`src/rtl/bitslip_align_ctrl.sv`:
```
// rtl/bitslip_align_ctrl.sv - lock/qualify/monitor/retry sequencer for one raw-mode bitslip aligner
// Optional slip-offset monitor: BITSLIP_ALIGN_CTRL_SLIP_CHECK_EN
module bitslip_align_ctrl #(
  parameter int RST_CYCLES     = 16,
  parameter int SEARCH_TIMEOUT = 4096,
  parameter int QUAL_CYCLES    = 256,
  parameter int ERR_WINDOW     = 1024,
  parameter int ERR_THRESH     = 4,
  parameter int MAX_RETRY      = 8
) (
  input  logic        clk,
  input  logic        rstn,
  input  logic        start,
  input  logic        align_locked,
  input  logic        align_error,
  input  logic [7:0]  align_bitslip_value,
  output logic        align_rstn,
  output logic        align_en,
  output logic        link_up,
  output logic        fail,
  output logic [2:0]  state_o,
  output logic [3:0]  retry_count,
  output logic [15:0] err_count,
  output logic [7:0]  bitslip_latched
`ifdef BITSLIP_ALIGN_CTRL_SLIP_CHECK_EN
  ,
  output logic        slip_event
`endif
);

  localparam int TMAX_SQ = (SEARCH_TIMEOUT > QUAL_CYCLES) ? SEARCH_TIMEOUT : QUAL_CYCLES;
  localparam int TMAX    = (TMAX_SQ > RST_CYCLES) ? TMAX_SQ : RST_CYCLES;
  localparam int TW      = $clog2(TMAX + 1);
  localparam int WW      = (ERR_WINDOW > 1) ? $clog2(ERR_WINDOW) : 1;
  localparam int EW      = $clog2(ERR_THRESH + 1);

  typedef enum logic [2:0] {
    S_IDLE    = 3'd0,
    S_ARST    = 3'd1,
    S_SEARCH  = 3'd2,
    S_QUALIFY = 3'd3,
    S_UP      = 3'd4,
    S_RETRY   = 3'd5,
    S_FAIL    = 3'd6
  } state_t;

  state_t        r_state;
  state_t        w_next;
  logic [TW-1:0] r_timer;
  logic [WW-1:0] r_win;
  logic [EW-1:0] r_werr;
  logic [3:0]    r_retry;
  logic [15:0]   r_err;
  logic [7:0]    r_bitslip;

  logic          r_align_rstn;
  logic          r_align_en;
  logic          r_link_up;
  logic          r_fail;
  logic [2:0]    r_state_o;

  logic          w_win_wrap;
  logic [EW-1:0] w_werr_next;
  logic [3:0]    w_retry_inc;
  logic          w_slip_mis;
  logic          w_align_rstn;
  logic          w_align_en;
  logic          w_link_up;
  logic          w_fail;

  always_ff @(posedge clk or negedge rstn) begin
    if (!rstn) r_state <= S_IDLE;
    else       r_state <= w_next;
  end

  // An error on the wrap cycle belongs to the window that starts there.
  always_comb begin
    w_win_wrap  = (r_win == WW'(ERR_WINDOW - 1));
    w_werr_next = w_win_wrap ? EW'(align_error) : (r_werr + EW'(align_error));
    w_retry_inc = (r_retry == 4'hF) ? r_retry : (r_retry + 4'd1);
`ifdef BITSLIP_ALIGN_CTRL_SLIP_CHECK_EN
    w_slip_mis  = (align_bitslip_value != r_bitslip);
`else
    w_slip_mis  = 1'b0;
`endif
  end

  always_comb begin
    w_next = r_state;
    case (r_state)
      S_IDLE:    if (start) w_next = S_ARST;
      S_ARST:    if (r_timer == '0) w_next = S_SEARCH;
      S_SEARCH: begin
        if (align_locked)        w_next = S_QUALIFY;
        else if (r_timer == '0)  w_next = S_RETRY;
      end
      S_QUALIFY: begin
        if (!align_locked || align_error) w_next = S_RETRY;
        else if (r_timer == '0)           w_next = S_UP;
      end
      S_UP: begin
        if (!align_locked || (w_werr_next >= EW'(ERR_THRESH)) || w_slip_mis)
          w_next = S_RETRY;
      end
      S_RETRY:   w_next = (int'(w_retry_inc) >= MAX_RETRY) ? S_FAIL : S_ARST;
      S_FAIL:    w_next = S_FAIL;
      default:   w_next = S_IDLE;
    endcase
    if (!start) w_next = S_IDLE;
  end

  // One down-counter serves ARST, SEARCH and QUALIFY; it is reloaded on every state entry.
  always_ff @(posedge clk or negedge rstn) begin
    if (!rstn) begin
      r_timer   <= '0;
      r_win     <= '0;
      r_werr    <= '0;
      r_retry   <= '0;
      r_err     <= '0;
      r_bitslip <= '0;
    end else begin
      if (w_next != r_state) begin
        case (w_next)
          S_ARST:    r_timer <= TW'(RST_CYCLES - 1);
          S_SEARCH:  r_timer <= TW'(SEARCH_TIMEOUT - 1);
          S_QUALIFY: r_timer <= TW'(QUAL_CYCLES - 1);
          default:   r_timer <= '0;
        endcase
      end else if (r_timer != '0) begin
        r_timer <= r_timer - TW'(1);
      end

      if (r_state == S_UP) begin
        r_win  <= w_win_wrap ? '0 : (r_win + WW'(1));
        r_werr <= w_werr_next;
      end else begin
        r_win  <= '0;
        r_werr <= '0;
      end

      if (r_state == S_IDLE && w_next == S_ARST) begin
        r_retry <= '0;
        r_err   <= '0;
      end else begin
        if (r_state == S_RETRY) r_retry <= w_retry_inc;
        if (r_state == S_UP && align_error && r_err != 16'hFFFF) r_err <= r_err + 16'd1;
      end

      if (r_state == S_QUALIFY && w_next == S_UP) r_bitslip <= align_bitslip_value;
    end
  end

  always_comb begin
    w_align_rstn = 1'b0;
    w_align_en   = 1'b0;
    w_link_up    = 1'b0;
    w_fail       = 1'b0;
    case (r_state)
      S_SEARCH, S_QUALIFY: begin
        w_align_rstn = 1'b1;
        w_align_en   = 1'b1;
      end
      S_UP: begin
        w_align_rstn = 1'b1;
        w_align_en   = 1'b1;
        w_link_up    = 1'b1;
      end
      S_FAIL:  w_fail = 1'b1;
      default: ;
    endcase
  end

  always_ff @(posedge clk or negedge rstn) begin
    if (!rstn) begin
      r_align_rstn <= 1'b0;
      r_align_en   <= 1'b0;
      r_link_up    <= 1'b0;
      r_fail       <= 1'b0;
      r_state_o    <= 3'd0;
    end else begin
      r_align_rstn <= w_align_rstn;
      r_align_en   <= w_align_en;
      r_link_up    <= w_link_up;
      r_fail       <= w_fail;
      r_state_o    <= r_state;
    end
  end

`ifdef BITSLIP_ALIGN_CTRL_SLIP_CHECK_EN
  logic r_slip_event;

  always_ff @(posedge clk or negedge rstn) begin
    if (!rstn) r_slip_event <= 1'b0;
    else       r_slip_event <= (r_state == S_UP) && start && w_slip_mis;
  end

  assign slip_event = r_slip_event;
`endif

  assign align_rstn      = r_align_rstn;
  assign align_en        = r_align_en;
  assign link_up         = r_link_up;
  assign fail            = r_fail;
  assign state_o         = r_state_o;
  assign retry_count     = r_retry;
  assign err_count       = r_err;
  assign bitslip_latched = r_bitslip;

endmodule

```
`config.mk`:
```
export PLATFORM = sky130hd
export DESIGN_NAME = bitslip_align_ctrl
export DESIGN_NICKNAME = d
export VERILOG_FILES = /design/src/rtl/bitslip_align_ctrl.sv
export SDC_FILE = /design/constraint.sdc
export NUM_CORES = 1
export LEC_CHECK = 0
export BUFFER_PORTS_ARGS = -buffer_cell sky130_fd_sc_hd__buf_2
export CORE_MARGIN = 5
export CORE_UTILIZATION = 40
export DETAILED_ROUTE_END_ITERATION = 16
export PLACE_DENSITY = 0.67
export SLEW_MARGIN = 20
export SYNTH_ARGS = -nofsm -noshare
export SYNTH_HDL_FRONTEND = slang
export SYNTH_SLANG_ARGS = --single-unit
```
`constraint.sdc`:
```
create_clock -name clk -period 7.4 [get_ports clk]
set_clock_uncertainty 0.15 [all_clocks]
set_input_delay 0.74 -clock clk [delete_from_list [all_inputs] [get_ports clk]]
set_output_delay 0.74 -clock clk [all_outputs]
set_load 0.03 [all_outputs]
```
Word-level counts from Yosys, hierarchy flattened
Cells that the tools add are included.
{ "word_totals": {"ff_bits": 63, "in_bits": 13, "out_inout_bits": 35, "wordCells": 70} }
{ "classes": {"addsub": 5, "n_lt_le_gt_ge": 2, "n_eq_ne": 14, "n_mux": 24, "n_reduce_logical": 14} }
{ "op_table": {"columns": ["cell", "count"], "rows": [
  ["$pmux 12 s3", 1],
  ["$mux 16", 2],
  ["$mux 3", 10],
  ["$mux 13", 2],
  ["$pmux 3 s7", 1],
  ["$mux 10", 2],
  ["$add 16x1->16 const B", 1],
  ["$ne 16x16->1 const B", 1],
  ["$logic_not 13->1", 1],
  ["$reduce_bool 13->1", 1],
  ["$sub 13x1->13 const B", 1],
  ["$eq 3x2->1 const B", 4],
  ["$eq 3x3->1 const B", 4],
  ["$mux 4", 3],
  ["$add 10x1->10 const B", 1],
  ["$eq 10x10->1 const B", 1],
  ["$eq 3x1->1 const B", 2],
  ["$reduce_bool 2->1", 3],
  ["$add 4x1->4 const B", 1],
  ["$eq 4x4->1 const B", 1],
  ["$ge 4x4->1 const B", 1],
  ["$logic_and 1x1->1", 4],
  ["$add 3x1->3", 1],
  ["$ge 3x3->1 const B", 1],
  ["other kinds (6)", 9]
]} }

Longest topological paths before layout
{ "depth": {"depth_word": 10, "mapped_depth": 10, "ltp_nobuf": 8} }

Worst setup path before layout
OpenSTA, ideal clock, no wires.
{ "synth_timing": {"path_kind": "input-to-reg", "startpoint": "input align_error", "endpoint": "register r_bitslip[0] (netlist: bitslip_latched[0])", "setup_ns": 0.125, "arrival_ns": 2.553, "t_required_ns": 7.125, "path_slack_ns": 4.572, "cell_stages": 8, "cell_sequence": "ha_1 ha_1 xnor2_1 a311oi_1 nand4b_2 or4b_4 buf_6 mux2_4"} }
{ "synth_via": {"elab_chain_len": 9, "elab_cells_between_ends": 11, "cone_classes": "1 x add/sub; 1 x order compare; 1 x eq/ne; 5 x mux; 3 x reduce/logical"} }
{ "synth_rtl": {"columns": ["element", "line_no", "source"], "rows": [
  ["start: declaration", "15", "input logic align_error,"],
  ["$add 3x1->3", "79", "w_werr_next = w_win_wrap ? EW'(align_error) : (r_werr + EW'(align_error));"],
  ["$mux 3", "79", null],
  ["$ge 3x3->1", "102", "if (!align_locked || (w_werr_next >= EW'(ERR_THRESH)) || w_slip_mis)"],
  ["$logic_or 1x1->1", "102", null],
  ["$mux 3", "102", null],
  ["$pmux 3 s7 (*)", "90", "case (r_state)"],
  ["$mux 3 (*)", "109", "if (!start) w_next = S_IDLE;"],
  ["$eq 3x3->1 (*)", "149", "if (r_state == S_QUALIFY && w_next == S_UP) r_bitslip <= align_bitslip_value;"],
  ["$logic_and 1x1->1 (*)", "149", null],
  ["end signal: assignment", "149", null],
  ["end: declaration", "54", "logic [7:0] r_bitslip;"]
]} }
Every way passes the cells marked *; elsewhere a longest branch is shown, timed or not.
A chain may end at the register's enable or synchronous reset.

Worst setup path after layout
{ "layout_timing": {"startpoint": "register r_timer[0]", "endpoint": "register r_bitslip[2] (netlist: bitslip_latched[2])"} }
{ "layout_via": {"elab_chain_len": 7, "elab_cells_between_ends": 10, "cone_classes": "1 x eq/ne; 7 x mux; 2 x reduce/logical"} }
{ "layout_rtl": {"columns": ["element", "line_no", "source"], "rows": [
  ["start: declaration", "49", "logic [TW-1:0] r_timer;"],
  ["start signal: assignment", "124", "S_ARST: r_timer <= TW'(RST_CYCLES - 1);"],
  ["start signal: assignment", "125", "S_SEARCH: r_timer <= TW'(SEARCH_TIMEOUT - 1);"],
  ["start signal: assignment", "126", "S_QUALIFY: r_timer <= TW'(QUAL_CYCLES - 1);"],
  ["$logic_not 13->1 (*)", "92, 95, 99", null],
  ["$mux 3 (on tied branches)", "99, 95", null],
  ["$mux 3 (on tied branches)", "98, 94", null],
  ["$pmux 3 s7 (*)", "90", null],
  ["$mux 3 (*)", "109", null],
  ["$eq 3x3->1 (*)", "149", null],
  ["$logic_and 1x1->1 (*)", "149", null]
]} }
Marks and branches as above.

==> impl_metrics.yaml <==
grt:
  grt_usage: 0.143
  grt-ovfl-total: 0
  grt_max_degree: 64
  antenna_found_initial: 0
  grt_pass1_wl_um: 11400
  grt_pass1_vias: 2360
floorplanning:
  rows: 32
  core_area_um2: 7770
  dieHeight_um: 99.6
  start_util: 0.413
  pin_count: 48
  die-area_um2: 9910
  die_x_um: 99.6
cts:
  numCtsBuffers: 9
  cts.path.max_buffers: 2
  cts_sinks: 63
  tritoncts: "yes"
  cts_hold_buf: 0
  h-tree-depth: 3
  clk_pin_slew_ns: 0.07
  cts_resized: 0
  post-cts-setup-buffers: 0
  cts-root-buf: "clkbuf_8"
  clkLatencyLatePin_ns: 0.33
timing:
  finalCriticalPeriod_ns: 2.92
  fin_crit_sh: 0.394
  finalHoldViolCount: 0
  rsz0062_at_grt: "no"
  max-slew-margin-rel: 0.468
  worst_slew_pin_slew_ns: 0.799
  fin_setup_tns_ns: 0
  drv_slew: 0
  finalSetupViolCount: 0
  setup_ws_ns: 4.48
  fmax_mhz: 343
status:
  status: "finished clean"
power:
  total_power_w: 0.000962
  p_sw_w: 0.000320
  p_leak_nw: 1.80
  ir_drop_mv: 0.169
  switching_share: 0.333
  power_density_nw_per_um2: 259
  p_int_w: 0.000642
  p_clk_frac: 0.298
  comb_power_share: 0.258
  pwr-share-seq: 0.444
critical_path:
  required_ns: 7.47
  end_kind: "flip-flop"
  path_class: "reg -> reg"
  cp.arrival_ns: 2.99
  start_kind: "flip-flop"
  critPathMaxFanout: 8
yosys:
  synth_seq_cells: 63
  async_flop_share: 1.00
  seq_area_frac_synth: 0.491
  postSynthCellCount: 309
  synth.avg_cell_area_um2: 10.4
  ys_warn_count: 0
  syn_nets: 328
  ys_types: 51
  synth_edf_count: 0
  syn_area_um2: 3210
  synth-main-ff-cell: "dfrtp_1"
place:
  place.gp.congestion: 0.881
  dp_hpwl_um: 4770
  place_ws_ns: 4.28
  place_area_um2: 3530
  numPortBuffers: 47
cells_and_area:
  n_antenna_cell: 0
  final_nets: 376
  multi_input_area_um2: 1550
  mostFrequentLayoutCell: "dfrtp_1"
  regArea_um2: 1580
  utilization: 0.479
  area_growth_pct: 15.9
  most-common-layout-cells: "63 x dfrtp_1, 47 x buf_2, 36 x nor2_1"
  drive_gt1_frac: 0.229
  fillerInstances: 766
  final_area_um2: 3720
worst_hold_path:
  hold_class: "reg -> reg"
routing:
  wl_per_cell_um: 14.3
  vias: 2423
  wirelength_um: 6620
  via_per_inst: 5.22
  ant_nets: 0
  first_pass_iters: 4
  route.detailed.drc: 0
  drt_iter0_markers: 122
run:
  cap_violations: 0
synthesized netlist by cell type (2+ instances only):
library cell,count,area [um^2]
nand2_1,23,86.3
and3_1,7,43.8
a21oi_1,10,50.1
nor4_1,3,18.8
and4_1,4,35.0
nand3_1,11,55.1
a21bo_2,2,20.0
and2_1,3,18.8
mux2i_1,3,30.0
o211ai_1,6,45.0
or3_1,8,50.1
o31a_1,2,17.5
o22ai_1,4,25.0
nand2b_1,2,12.5
a31oi_1,2,12.5
mux2_4,8,120
buf_4,2,15.0
o21ai_0,15,75.1
nor3_1,7,35.0
dfrtp_1,63,1580
clkbuf_1,7,26.3
ha_1,6,75.1
a311oi_1,2,17.5
inv_1,6,22.5
buf_2,2,10.0
nand4_1,7,43.8
nor2_1,36,135
xnor2_1,12,105
nor2b_1,4,25.0
a21o_1,3,22.5
xor2_1,19,166
flip-flops by register name, indices dropped and copies added, names as in the netlist:
register	cells
r_state	3
r_win	10
retry_count	4
fail	1
state_o	3
r_timer	13
err_count	16
align_en	1
link_up	1
r_werr	3
bitslip_latched	8
stage by stage:
stage | hold slack [ns] | instances
after floorplan | 0.205 | 309
after global placement | 0.332 | 448
after detailed placement | 0.337 | 448
after CTS | 0.348 | 464
after global routing | 0.378 | 464
final | 0.346 | 464
routing by layer:
metal,part of all wire,global-route usage
met2,0.45,0.218
met4,0.014,0.0431
met3,0.062,0.0512
met5,0,0
met1,0.47,0.191
layout make-up:
| class | instances | share of cell area |
|---|---|---|
| well taps | 102 | 0.0343 |
| clock buffers | 10 | 0.0343 |
| inverters | 7 | 0.00707 |
| clock inverters | 6 | 0.0165 |
| multi-input cells | 227 | 0.417 |
| flip-flops and latches | 63 | 0.424 |
| repair buffers | 49 | 0.0673 |
final timing paths:
check	startpoint	to	slack, ns	cells after the start
hold / removal	r_win[0]	r_win[0]	0.35	1
hold reg to reg	r_win[0]	r_win[0]	0.35	1
setup / recovery	r_timer[0]	bitslip_latched[2]	4.48	8
min in group asynchronous	rstn	err_count[12]	0.42	2
max in group asynchronous	rstn	r_timer[6]	6.15	2
setup reg to reg	r_timer[0]	bitslip_latched[2]	4.48	8
critical path, cell delays in order, from the launching register on:
cell and delay [ns]:
dfrtp_1 0.37, inv_1 0.09, ha_1 0.21, nor4b_4 0.35
nand4_2 0.22, o21ai_2 0.21, nand4b_2 0.19, or4b_4 0.67
mux2_4 0.34
power by group through the flow:
stage	Clock (W)	Sequential, W	Combinational [W]
global placement	0	0.000431	0.000243
floorplan	0	0.000428	0.000193
global route	0.000312	0.000433	0.000278
detailed placement	0	0.000432	0.000248
CTS	0.000298	0.000426	0.000250
finish	0.000287	0.000426	0.000248
logic make-up after synthesis:
family	after synthesis	synth area share
and+or+nand+nor	124	0.211
DFF	63	0.491
AOI/OAI and AO/OA	55	0.115
xor gates and xnor gates	31	0.0846
buffers and inverters	19	0.0277
muxes	11	0.0468
adders and majority gates	6	0.0234
Power figures use the tool's default switching activity.
